**src/rtl/seq_detector_param_pkg.sv**
```systemverilog
// seq_det_pkg: shared definitions for the parameterised serial pattern detector.
//   fill_w()         width of the fill-count (state) output for a pattern length
//   DEFAULT_PAT_110  legacy pattern, used as the reset pattern by default
//   mode_e           overlap / non-overlap detection mode
package seq_det_pkg;

  localparam logic [2:0] DEFAULT_PAT_110 = 3'b110;

  typedef enum logic {
    NON_OVERLAP = 1'b0,
    OVERLAP     = 1'b1
  } mode_e;

  function automatic int fill_w(input int pat_w);
    return $clog2(pat_w);
  endfunction

endpackage

```
**src/rtl/seq_detector_param_if.sv**
```systemverilog
// seq_detector_param_if: serial data / pattern-control bundle of the detector.
//   master (stimulus side): drives din_valid, din, pat_load, pat_in, overlap;
//                           observes dout1, state, match_cnt
//   slave  (detector side): the mirror image
// Handshake: din is consumed in every cycle where din_valid=1 and pat_load=0;
// there is no back-pressure, so the detector is always ready. pat_load wins
// over din_valid and discards that cycle's din.
interface seq_detector_param_if
  import seq_det_pkg::*;
#(
  parameter int PAT_W = 3,
  parameter int CNT_W = 8
);
  localparam int FW = fill_w(PAT_W);

  logic             din_valid;
  logic             din;
  logic             pat_load;
  logic [PAT_W-1:0] pat_in;
  logic             overlap;
  logic             dout1;
  logic [FW-1:0]    state;
  logic [CNT_W-1:0] match_cnt;

  modport master (
    output din_valid, din, pat_load, pat_in, overlap,
    input  dout1, state, match_cnt
  );

  modport slave (
    input  din_valid, din, pat_load, pat_in, overlap,
    output dout1, state, match_cnt
  );
endinterface

```
**src/rtl/seq_detector_param_sat_counter.sv**
```systemverilog
// sat_counter: up-counter that stops at its all-ones value instead of wrapping.
//   clk, reset  clock and synchronous active-high reset
//   clr         synchronous clear (lower priority than reset, above inc)
//   inc         count one event
//   count       current count
module sat_counter #(
  parameter int CNT_W = 8
) (
  input  logic             clk,
  input  logic             reset,
  input  logic             clr,
  input  logic             inc,
  output logic [CNT_W-1:0] count
);
  localparam logic [CNT_W-1:0] ONE = 1;

  logic [CNT_W-1:0] count_q;

  always_ff @(posedge clk) begin
    if (reset || clr) begin
      count_q <= '0;
    end else if (inc && (count_q != '1)) begin
      count_q <= count_q + ONE;
    end
  end

  assign count = count_q;
endmodule

```
**src/rtl/seq_detector_param.sv**
```systemverilog
// seq_detector_param: Mealy detector for a runtime-loadable PAT_W-bit pattern
// on a qualified serial stream, with overlap mode chosen per match cycle.
//   clk, reset  clock and synchronous active-high reset
//   bus         seq_detector_param_if.slave:
//                 din_valid/din   serial input, qualified
//                 pat_load/pat_in load a new pattern (MSB = oldest bit)
//                 overlap         1 = overlapping, 0 = non-overlapping
//                 dout1           combinational match flag
//                 state           fill count of the history, 0..PAT_W-1
//                 match_cnt       saturating match count
// Build option: define SEQ_DET_MATCH_CNT_EN to build the match counter;
// otherwise match_cnt is tied to zero.
// The interface instance must carry the same PAT_W and CNT_W as this module.
module seq_detector_param
  import seq_det_pkg::*;
#(
  parameter int               PAT_W   = 3,
  parameter logic [PAT_W-1:0] PAT_RST = PAT_W'(DEFAULT_PAT_110),
  parameter int               CNT_W   = 8
) (
  input logic                 clk,
  input logic                 reset,
  seq_detector_param_if.slave bus
);
  localparam int            FW   = fill_w(PAT_W);
  localparam logic [FW-1:0] FULL = FW'(PAT_W - 1);
  localparam logic [FW-1:0] ONE  = 1;

  logic [PAT_W-2:0] hist_q;
  logic [FW-1:0]    fill_q;
  logic [PAT_W-1:0] pat_q;

  logic [PAT_W-1:0] window;
  logic             accept;
  logic             match;
  mode_e            mode;

  // The history plus the bit arriving now forms the candidate; its low
  // PAT_W-1 bits are also the shifted history.
  assign window = {hist_q, bus.din};
  assign accept = bus.din_valid & ~bus.pat_load & ~reset;
  assign match  = accept & (fill_q == FULL) & (window == pat_q);
  assign mode   = mode_e'(bus.overlap);

  always_ff @(posedge clk) begin
    if (reset) begin
      pat_q  <= PAT_RST;
      hist_q <= '0;
      fill_q <= '0;
    end else if (bus.pat_load) begin
      pat_q  <= bus.pat_in;
      hist_q <= '0;
      fill_q <= '0;
    end else if (bus.din_valid) begin
      if (match && (mode == NON_OVERLAP)) begin
        // Start over so no bit of this match is reused.
        hist_q <= '0;
        fill_q <= '0;
      end else begin
        hist_q <= window[PAT_W-2:0];
        // Saturating increment also covers an overlapping match at FULL.
        fill_q <= (fill_q == FULL) ? FULL : (fill_q + ONE);
      end
    end
  end

  assign bus.dout1 = match;
  assign bus.state = fill_q;

`ifdef SEQ_DET_MATCH_CNT_EN
  sat_counter #(
    .CNT_W (CNT_W)
  ) u_match_cnt (
    .clk   (clk),
    .reset (reset),
    .clr   (bus.pat_load),
    .inc   (match),
    .count (bus.match_cnt)
  );
`else
  assign bus.match_cnt = '0;
`endif
endmodule
```
**src/flat_wrapper.sv**
```systemverilog
// flat-port wrapper written by rule: the top's interface ports become plain ports
module seq_detector_param_flat import seq_det_pkg::*;
#(
  parameter int               PAT_W   = 3,
  parameter logic [PAT_W-1:0] PAT_RST = PAT_W'(DEFAULT_PAT_110),
  parameter int               CNT_W   = 8
)
  (clk, reset, bus_din_valid, bus_din, bus_pat_load, bus_pat_in, bus_overlap, bus_dout1, bus_state, bus_match_cnt);
  seq_detector_param_if #(.PAT_W(PAT_W), .CNT_W(CNT_W)) bus_i ();
  input logic clk;
  input logic reset;
  input wire logic [$bits(bus_i.din_valid)-1:0] bus_din_valid;
  input wire logic [$bits(bus_i.din)-1:0] bus_din;
  input wire logic [$bits(bus_i.pat_load)-1:0] bus_pat_load;
  input wire logic [$bits(bus_i.pat_in)-1:0] bus_pat_in;
  input wire logic [$bits(bus_i.overlap)-1:0] bus_overlap;
  output wire logic [$bits(bus_i.dout1)-1:0] bus_dout1;
  output wire logic [$bits(bus_i.state)-1:0] bus_state;
  output wire logic [$bits(bus_i.match_cnt)-1:0] bus_match_cnt;
  assign bus_i.din_valid = bus_din_valid;
  assign bus_i.din = bus_din;
  assign bus_i.pat_load = bus_pat_load;
  assign bus_i.pat_in = bus_pat_in;
  assign bus_i.overlap = bus_overlap;
  assign bus_dout1 = bus_i.dout1;
  assign bus_state = bus_i.state;
  assign bus_match_cnt = bus_i.match_cnt;
  seq_detector_param #(.PAT_W(PAT_W), .PAT_RST(PAT_RST), .CNT_W(CNT_W)) u_core (.clk(clk), .reset(reset), .bus(bus_i));
endmodule
```
**config.mk**
```make
export PLATFORM = sky130hd
export DESIGN_NAME = seq_detector_param_flat
export DESIGN_NICKNAME = d
export VERILOG_FILES = /design/src/rtl/seq_detector_param_pkg.sv /design/src/rtl/seq_detector_param_if.sv /design/src/rtl/seq_detector_param_sat_counter.sv /design/src/rtl/seq_detector_param.sv /design/src/flat_wrapper.sv
export SDC_FILE = /design/constraint.sdc
export NUM_CORES = 1
export LEC_CHECK = 0
export CAP_MARGIN = 15
export CORE_AREA = 5 5 42 44
export DETAILED_ROUTE_END_ITERATION = 8
export DIE_AREA = 0 0 47 49
export GPL_TIMING_DRIVEN = 0
export PLACE_DENSITY = 0.67
export SYNTH_ARGS = -nofsm -noshare
export SYNTH_HDL_FRONTEND = slang
export SYNTH_SLANG_ARGS = --single-unit
```
**constraint.sdc**
```tcl
create_clock -name clk -period 1.4 [get_ports clk]
set_input_delay 0.14 -clock clk [delete_from_list [all_inputs] [get_ports clk]]
set_output_delay 0.14 -clock clk [all_outputs]
set_load 0.1 [all_outputs]
```
# Yosys cells after proc, flatten, opt, wreduce, memory -nomap -nowiden
# Cells that the tools add are included.
totals:
  reg_bits: 7
  in_bits: 9
  output_inout_bits: 11
classes:
  add_sub_neg: 1
  eq_ne: 2
  mux: 3
  bitwise: 7
  n_reduce_logical: 2
ops:
  columns: ["operator", "n"]
  rows:
  - ["$mux W2", 3]
  - ["$and A1 B1 Y1", 4]
  - ["$eq A3 B3 Y1", 1]
  - ["$not A1 Y1", 3]
  - ["$add A2 B1 Y2 const B", 1]
  - ["$eq A2 B2 Y1 const B", 1]
  - ["$reduce_or A2 Y1", 1]
  - ["$logic_and A1 B1 Y1", 1]

# Logic depth before layout (Yosys ltp)
# Gate-level depths: netlist of run 1.
logic_depth:
  word_depth: 7
  depth_mapped: 5
  mapped_depth_nobuf: 5

# Worst setup path before layout of run 1
# Ideal clock, no wire load.
synth_path:
  path_type: "reg2out"
  start: "reg u_core.fill_q[1], in the netlist u_core.bus.state[1]"
  end: "out bus_dout1"
  t_arrival_ns: 4.146
  t_required_ns: 1.260
  setup_slack_ns: -2.886
  stages_incl_launch_ff: 4
  path_buffers: 0
  cell_sequence: "dfxtp_1 -> ha_1 -> nand2_1 -> nor4_1"
synth_between:
  elab_chain_len: 3
synth_lines:
  columns: ["item", "line", "source"]
  rows:
  - ["start: declaration", "seq_detector_param.sv:30", "logic [FW-1:0] fill_q;"]
  - ["start signal: assignment", "seq_detector_param.sv:62", "fill_q <= (fill_q == FULL) ? FULL : (fill_q + ONE);"]
  - ["$eq A2 B2 Y1", "seq_detector_param.sv:42", "assign match = accept & (fill_q == FULL) & (window == pat_q);"]
  - ["$and A1 B1 Y1 (2 in series)", "seq_detector_param.sv:42", null]
  - ["end: declaration", "flat_wrapper.sv:17", "output wire logic [$bits(bus_i.dout1)-1:0] bus_dout1;"]
# Every way passes these cells.

# Worst setup path in the final report of run 1
layout_path:
  start: "reg u_core.hist_q[0]"
  end: "out bus_dout1"
layout_between:
  elab_chain_len: 2
layout_lines:
  columns: ["item", "line", "source"]
  rows:
  - ["start: declaration", "seq_detector_param.sv:29", "logic [PAT_W-2:0] hist_q;"]
  - ["start signal: assignment", "seq_detector_param.sv:60", "hist_q <= window[PAT_W-2:0];"]
  - ["$eq A3 B3 Y1", "seq_detector_param.sv:42", null]
  - ["$and A1 B1 Y1", "seq_detector_param.sv:42", null]
# Every way passes these cells.

==> impl_metrics.csv, run 1 <==
group,metric,value,unit
final_layout,diodes,0,
synth,synth.area.mux_share,0.1124,
pwr,seqPwrFrac,0.350,
sta,setup_violations,1,
synth,synthAdderAreaFrac,0.05618,
final_layout,nets,81,
clocking,clock-sinks,7,
die,core,0.001401,mm^2
pwr,irDropWorstVdd,453.2,uV
synth,yosys.area_share.simple,0.2416,
detailed_routing,drc,0,
sta,worstMarginPinSlew,0.5418,ns
synth,syn_inst,44,
synth,synth.avg_cell_area,10.12,um^2
synth,synth_top_family_by_area,"simple AND/OR/NAND/NOR gates",
clocking,htreeDepth,1,
worst_setup_path,critPathMaxStageDelay,0.34,ns
clocking,cts_buffer_depth,2,
sta,fin_worst_skew,0.003444,ns
die,ios,20,
grt,grt_pass1_wl,1.386,mm
detailed_routing,drt_iter0_drc,1,
die,num_rows,14,
grt,grt_use_total,0.08610,
pwr,p_comb_frac,0.353,
worst_setup_path,cp.arrival,1.40,ns
sta,report.final.hold_viol_count,0,
sta,slew_viol_final,0,
detailed_routing,avgRoutedWirePerCell,9.624,um
worst_setup_path,path_class,"flip-flop to output port",
sta,max_freq,0.6498,GHz
sta,finalCritPeriodShare,1.099,
final_layout,layout-drive-gt1-share,0.5652,
grt,grt_max_degree,7,
synth,ys_seq_area_frac,0.3146,
final_layout,nFillCells,155,
clocking,holdBufCountCts,0,
worst_hold_path,hold_class,"input port to flip-flop",
pwr,internal_power,388.1,uW
pwr,clock_power_share,0.297,
pwr,switching_share,0.3683,
run_status,status,"complete, but fails checks",
place,io_buffers,10,
synth,synth_area,445.4,um^2
die,fp.dieH,49,um
grt,antenna_found_initial,0,
synth,synth_xor_area_frac,0.05899,
pwr,fin_total_pwr,614.5,uW
detailed_routing,vias_per_cell,4.118,
worst_setup_path,critPathTopFamily,"simple AND/OR/NAND/NOR gates",
worst_setup_path,cp_max_fo,3,
final_layout,fin_util,0.5071,
final_layout,seqCellArea,150.1,um^2
detailed_routing,dr.pass1.iters,4,
die,die-area,0.002303,mm^2
detailed_routing,vias,350,
synth,synth_compound_area_frac,0.04494,
synth,ys.warnings.count,0,
die,die_w,47,um
final_layout,final_cell_mix,"buf_4 (12), conb_1 (8), mux2i_1 (5)",
detailed_routing,wl,818,um
synth,synth_seq_cells,7,
worst_setup_path,path_buf_inv,1,
pwr,p_leak,0.3362,nW
final_layout,synthToLayoutAreaGrowth,59.55,%
grt,gr-total-overflow,0,
sta,min_period,1.539,ns
final_layout,layout_commonest_cell,"buf_4",
worst_setup_path,end_kind,"output port",
worst_setup_path,cp-start-kind,"flip-flop",
worst_setup_path,slowest_stage,"dfxtp_2",
worst_setup_path,crit_chain,"xnor2_2 -> nand2_1 -> nor4_4 -> buf_6",
clocking,clkTransAtPathRegs,0.05,ns
sta,setup_ws,-0.1389,ns
pwr,p_switching,226.3,uW
detailed_routing,antenna_left,0,
clocking,clk_latency,0.25,ns
final_layout,multiInputGateArea,304.0,um^2
sta,relSlewSlack,0.6405,
clocking,root_buffer,"clkbuf_4",
clocking,cts_tree,"yes",
sta,grt_setup_unrepaired,"yes",
worst_setup_path,required,1.26,ns
clocking,cts-buffers-inserted,3,
die,initial_core_util,0.3179,
synth,synth_cell_type_count,18,
place,globalplace.congestion,0.6405,
place,hpwlAfterDp,610.2,um
run_status,violations,"setup timing",
run,cap_violations,0,
grt,grt_pass1_vias,350,
pwr,powerDensity,864.6,mW/mm^2
-- worst register-to-register path: stages (launching register included) --
cell	delay, ns
dfxtp_1	0.34
xor2_1	0.30
and4bb_4	0.31
nor3_2	0.14
-- through the flow --
| step | setup slack, ns | area, um^2 | hold WS, ns | instances | setup TNS, ns |
|---|---|---|---|---|---|
| final | -0.1389 | 710.7 | 0.1496 | 85 | -0.1389 |
| after detailed placement | -1.064 | 629.4 | 0.5097 | 77 | -1.484 |
| after global routing | -0.1758 | 710.7 | 0.1941 | 85 | -0.1758 |
| after global placement | -1.048 | 629.4 | 0.5148 | 77 | -1.465 |
| after CTS | -0.1459 | 674.4 | 0.3112 | 81 | -0.1459 |
| after floorplan | -0.6311 | 509.2 | 0.2124 | 51 | -0.6311 |
-- cell usage after synthesis --
master | n | area [um^2]
nand3b_1 | 1 | 7.510
dfxtp_1 | 7 | 140.1
nor2_1 | 1 | 3.750
a211o_2 | 2 | 20.02
or2_4 | 1 | 8.760
nor4_1 | 1 | 6.260
nor3_2 | 4 | 40.04
inv_1 | 2 | 7.510
and4bb_4 | 1 | 16.27
buf_4 | 8 | 60.06
ha_1 | 2 | 25.02
conb_1 | 1 | 3.750
xnor2_1 | 2 | 17.52
mux2i_1 | 5 | 50.05
buf_2 | 1 | 5.000
xor2_1 | 1 | 8.760
nand2_1 | 2 | 7.510
and2b_2 | 2 | 17.52
-- power by group through the flow --
stage	Combinational, mW	Sequential [mW]	Clock, mW
4_1_cts	0.204	0.215	0.190
2_1_floorplan	0.156	0.230	0
3_3_place_gp	0.201	0.217	0
6_report	0.217	0.215	0.183
3_5_place_dp	0.202	0.217	0
5_1_grt	0.228	0.216	0.194
-- final cells by class --
cell class	instances	share of cell area
plain buffers	9	0.09155
well taps	16	0.02817
inverters	2	0.01056
multi-input cells	33	0.4278
flip-flops and latches	7	0.2113
clock buffers	4	0.03697
repair buffers	14	0.1937
-- metal layers --
| metal | vias to the layer above | wire length (um) | GRT usage |
|---|---|---|---|
| li1 | 187 | - | - |
| met1 | 143 | 306 | 0.09292 |
| met2 | 16 | 382 | 0.1199 |
| met3 | 4 | 101 | 0.04428 |
| met4 | 0 | 27 | 0.06912 |
| met5 | - | 0 | 0 |
-- sequential cells by signal, summed over array words and instances (netlist names) --
| name | cells |
|---|---|
| u_core.bus.state | 2 |
| u_core.hist_q | 2 |
| u_core.pat_q | 3 |
-- worst paths after layout --
path | endpoint | cells after the start | slack, ns | start
max reg2reg | u_core.bus.state[1] | 3 | 0.23 | u_core.hist_q[1]
max | bus_dout1 | 4 | -0.14 | u_core.hist_q[0]
min reg2reg | u_core.pat_q[0] | 2 | 0.52 | u_core.pat_q[0]
min | u_core.pat_q[0] | 2 | 0.15 | reset
-- timing repair --
action,in CTS,in global routing
gates resized for setup,17,3
setup buffers,0,4
endpoints found under the setup margin,3,1
pin swaps,1,4
-- kinds of logic (layout without fill, tap and decap cells) --
family                     count (synthesis)  after routing
and+or+nand+nor                           13             13
buffers and inverters                     11             29
AOI/OAI and AO/OA                          2              2
xor gates and xnor gates                   3              3
other                                      1              8
adders and majority gates                  2              2
muxes                                      5              5
DFF                                        7              7
Note: power is estimated with default switching activity, not from simulation.
==> inputs of run 2 (changes only) <==
SYNTH_HIERARCHICAL = 1   (was default)
==> run 2 against run 1 <==
Compared with the run above: the flow still finishes with violations (setup timing); sequential power is essentially flat; critical path type unchanged; global-route usage is 1.3 points lower; first-iteration DRC count did not move; register-to-register slack got worse by 0.04 ns; largest cell class unchanged; total power hardly changed; die area is the same; count of clock-buffer cells in the layout down 1; critical endpoint unchanged.
==> impl_metrics.csv, run 2 <==
group,metric,value,unit
run_status,status,"complete, but fails checks",
run_status,violations,"setup timing",
place,placed_area,629.4,um^2
final_layout,stdcell_area,711.9,um^2
final_layout,nFillCells,149,
final_layout,layout_commonest_cell,"buf_4",
sta,fin_worst_skew,0.01176,ns
synth,yosys.area.top_type,"dfxtp_1",
sta,grt_setup_unrepaired,"yes",
final_layout,seqCellArea,151.4,um^2
synth,synth_cell_type_count,18,
worst_setup_path,path_class,"flip-flop to output port",
grt,grt_use_met2,0.1131,
clocking,root_buffer,"clkbuf_4",
worst_setup_path,cp_max_fo,3,
detailed_routing,drc,0,
final_layout,largest_reg_flops,3,
final_layout,layout-drive-gt1-share,0.6029,
sta,max_freq,0.6500,GHz
worst_setup_path,crit_chain,"xnor2_2 -> nand2_2 -> nor4_4 -> buf_6",
worst_setup_path,required,1.26,ns
grt,use_met3,0.03321,
synth,synth.avg_cell_area,10.12,um^2
worst_setup_path,path_buf_inv,1,
synth,ys.warnings.count,6,
place,hpwlAfterDp,629.9,um
die,num_rows,14,
clocking,clk_latency,0.26,ns
clocking,cts_buffer_depth,2,
detailed_routing,wl,861,um
detailed_routing,vias,341,
grt,grt_pass1_wl,1.200,mm
grt,grt_busiest_layer,"met2",
final_layout,diodes,0,
synth,synth_top_cells_by_area,"dfxtp_1 (31%), buf_4 (13%), mux2i_1 (11%), nor3_2 (9.0%), ha_1 (5.6%)",
place,globalplace.congestion,0.6283,
place,dp_cells,77,
grt,grt_use_total,0.07345,
synth,synthFlopType,"dfxtp_1",
clocking,cts_tree,"yes",
synth,ys_seq_area_frac,0.3146,
place,post-place-ws,-1.067,ns
sta,worstMarginPinSlew,0.5418,ns
worst_setup_path,r2r_cells,3,
sta,setup_ws,-0.1386,ns
detailed_routing,dr.pass1.iters,4,
die,fp.dieH,49,um
final_layout,final_cell_mix,"buf_4 (11), conb_1 (8), mux2i_1 (5)",
place,io_buffers,10,
pwr,p_leak,0.3406,nW
detailed_routing,antenna_left,0,
grt,grt_max_degree,7,
run,cap_violations,0,
grt,gr-total-overflow,0,
sta,relSlewSlack,0.6405,
synth,synth_top_area_frac,0.3146,
synth,async_flop_share,0,
grt,grt_use_met1,0.07317,
sta,setup_violations,1,
sta,fin_setup_tns,-0.1386,ns
sta,finalCritPeriodShare,1.099,
worst_setup_path,critPathTopFamily,"simple AND/OR/NAND/NOR gates",
synth,synth_area,445.4,um^2
pwr,powerDensity,863.3,mW/mm^2
final_layout,fin_util,0.5080,
worst_setup_path,critPathMaxStageDelay,0.34,ns
worst_setup_path,cp.depth,4,
detailed_routing,vias_per_cell,4.060,
synth,ys_top_cells_by_count,"buf_4 (8), dfxtp_1 (7), mux2i_1 (5)",
synth,syn_inst,44,
clocking,clkTransAtPathRegs,0.06,ns
synth,yosysMostFrequentCell,"buf_4",
die,die_w,47,um
detailed_routing,avgRoutedWirePerCell,10.25,um
detailed_routing,drt_iter0_drc,1,
worst_setup_path,end_kind,"output port",
grt,antenna_found_initial,0,
sta,report.final.hold_viol_count,0,
worst_setup_path,cp.arrival,1.40,ns
pwr,irDropWorstVdd,409.5,uV
final_layout,multiInputGateArea,306.5,um^2
sta,min_period,1.539,ns
final_layout,finalNonFillerCells,84,
worst_hold_path,hold_class,"input port to flip-flop",
worst_hold_path,whs_path_depth,2,
synth,synth_edf_count,0,
die,die-area,0.002303,mm^2
worst_setup_path,slowest_stage,"dfxtp_2",
grt,grt_pass1_vias,328,
worst_setup_path,r2r_setup_slack,0.19,ns
final_layout,nets,80,
sta,slew_viol_final,0,
clocking,clock-sinks,7,
synth,synth_seq_cells,7,
clocking,cts-buffers-inserted,3,
sta,hold_slack,0.1487,ns
pwr,fin_total_pwr,614.6,uW
die,core,0.001401,mm^2
clocking,htreeDepth,1,
worst_setup_path,cp-start-kind,"flip-flop",
final_layout,largest-register,"u_core/pat_q",
die,initial_core_util,0.3179,
die,ios,20,
final_layout,synthToLayoutAreaGrowth,59.83,%
## run 2: cell counts after synthesis
Identical to the previous run, type by type.
## run 2: power breakdown
group	switching [mW]	leakage (nW)	internal [mW]
logic	0.144	0.263	0.0690
registers	0.00859	0.0595	0.207
clock network	0.0810	0.0177	0.105
total	0.234	0.341	0.381
## run 2: layer usage
metal	vias to the layer above	wire length, um	share of wire
met5	-	0	0
li1	180	-	-
met1	145	269	0.31
met3	0	108	0.13
met4	0	0	0
met2	16	484	0.56
## run 2: cell type report
cell class / instances / area share
multi-input cells: 33 / 0.4306
flip-flops and latches: 7 / 0.2127
repair buffers: 13 / 0.1880
plain buffers: 9 / 0.09139
clock buffers: 3 / 0.03163
well taps: 16 / 0.02812
inverters: 2 / 0.01054
clock inverters: 1 / 0.007030
## run 2: path summary, 6_finish.rpt
| check | startpoint | endpoint |
|---|---|---|
| max | u_core/hist_q[0] | bus_dout1 |
| min | reset | u_core/pat_q[0] |
| max reg2reg | u_core/pat_q[2] | u_core/hist_q[0] |
| min reg2reg | u_core/pat_q[0] | u_core/pat_q[0] |
## run 2: logic make-up after synthesis
kind of cell / after synthesis / share of synthesized area
fa+ha+maj: 2 / 0.05617
simple gates: 13 / 0.2416
flops: 7 / 0.3146
mux: 5 / 0.1124
buf+inv: 11 / 0.1629
other cells: 1 / 0.008419
compound gates: 2 / 0.04495
xor+xnor: 3 / 0.05900
## run 2: repair_timing
item                       CTS  global route
resized for setup           14             8
setup buffers                0             3
setup endpoints to repair    3             1
hold buffers                 0             0
pin swaps                    1             3
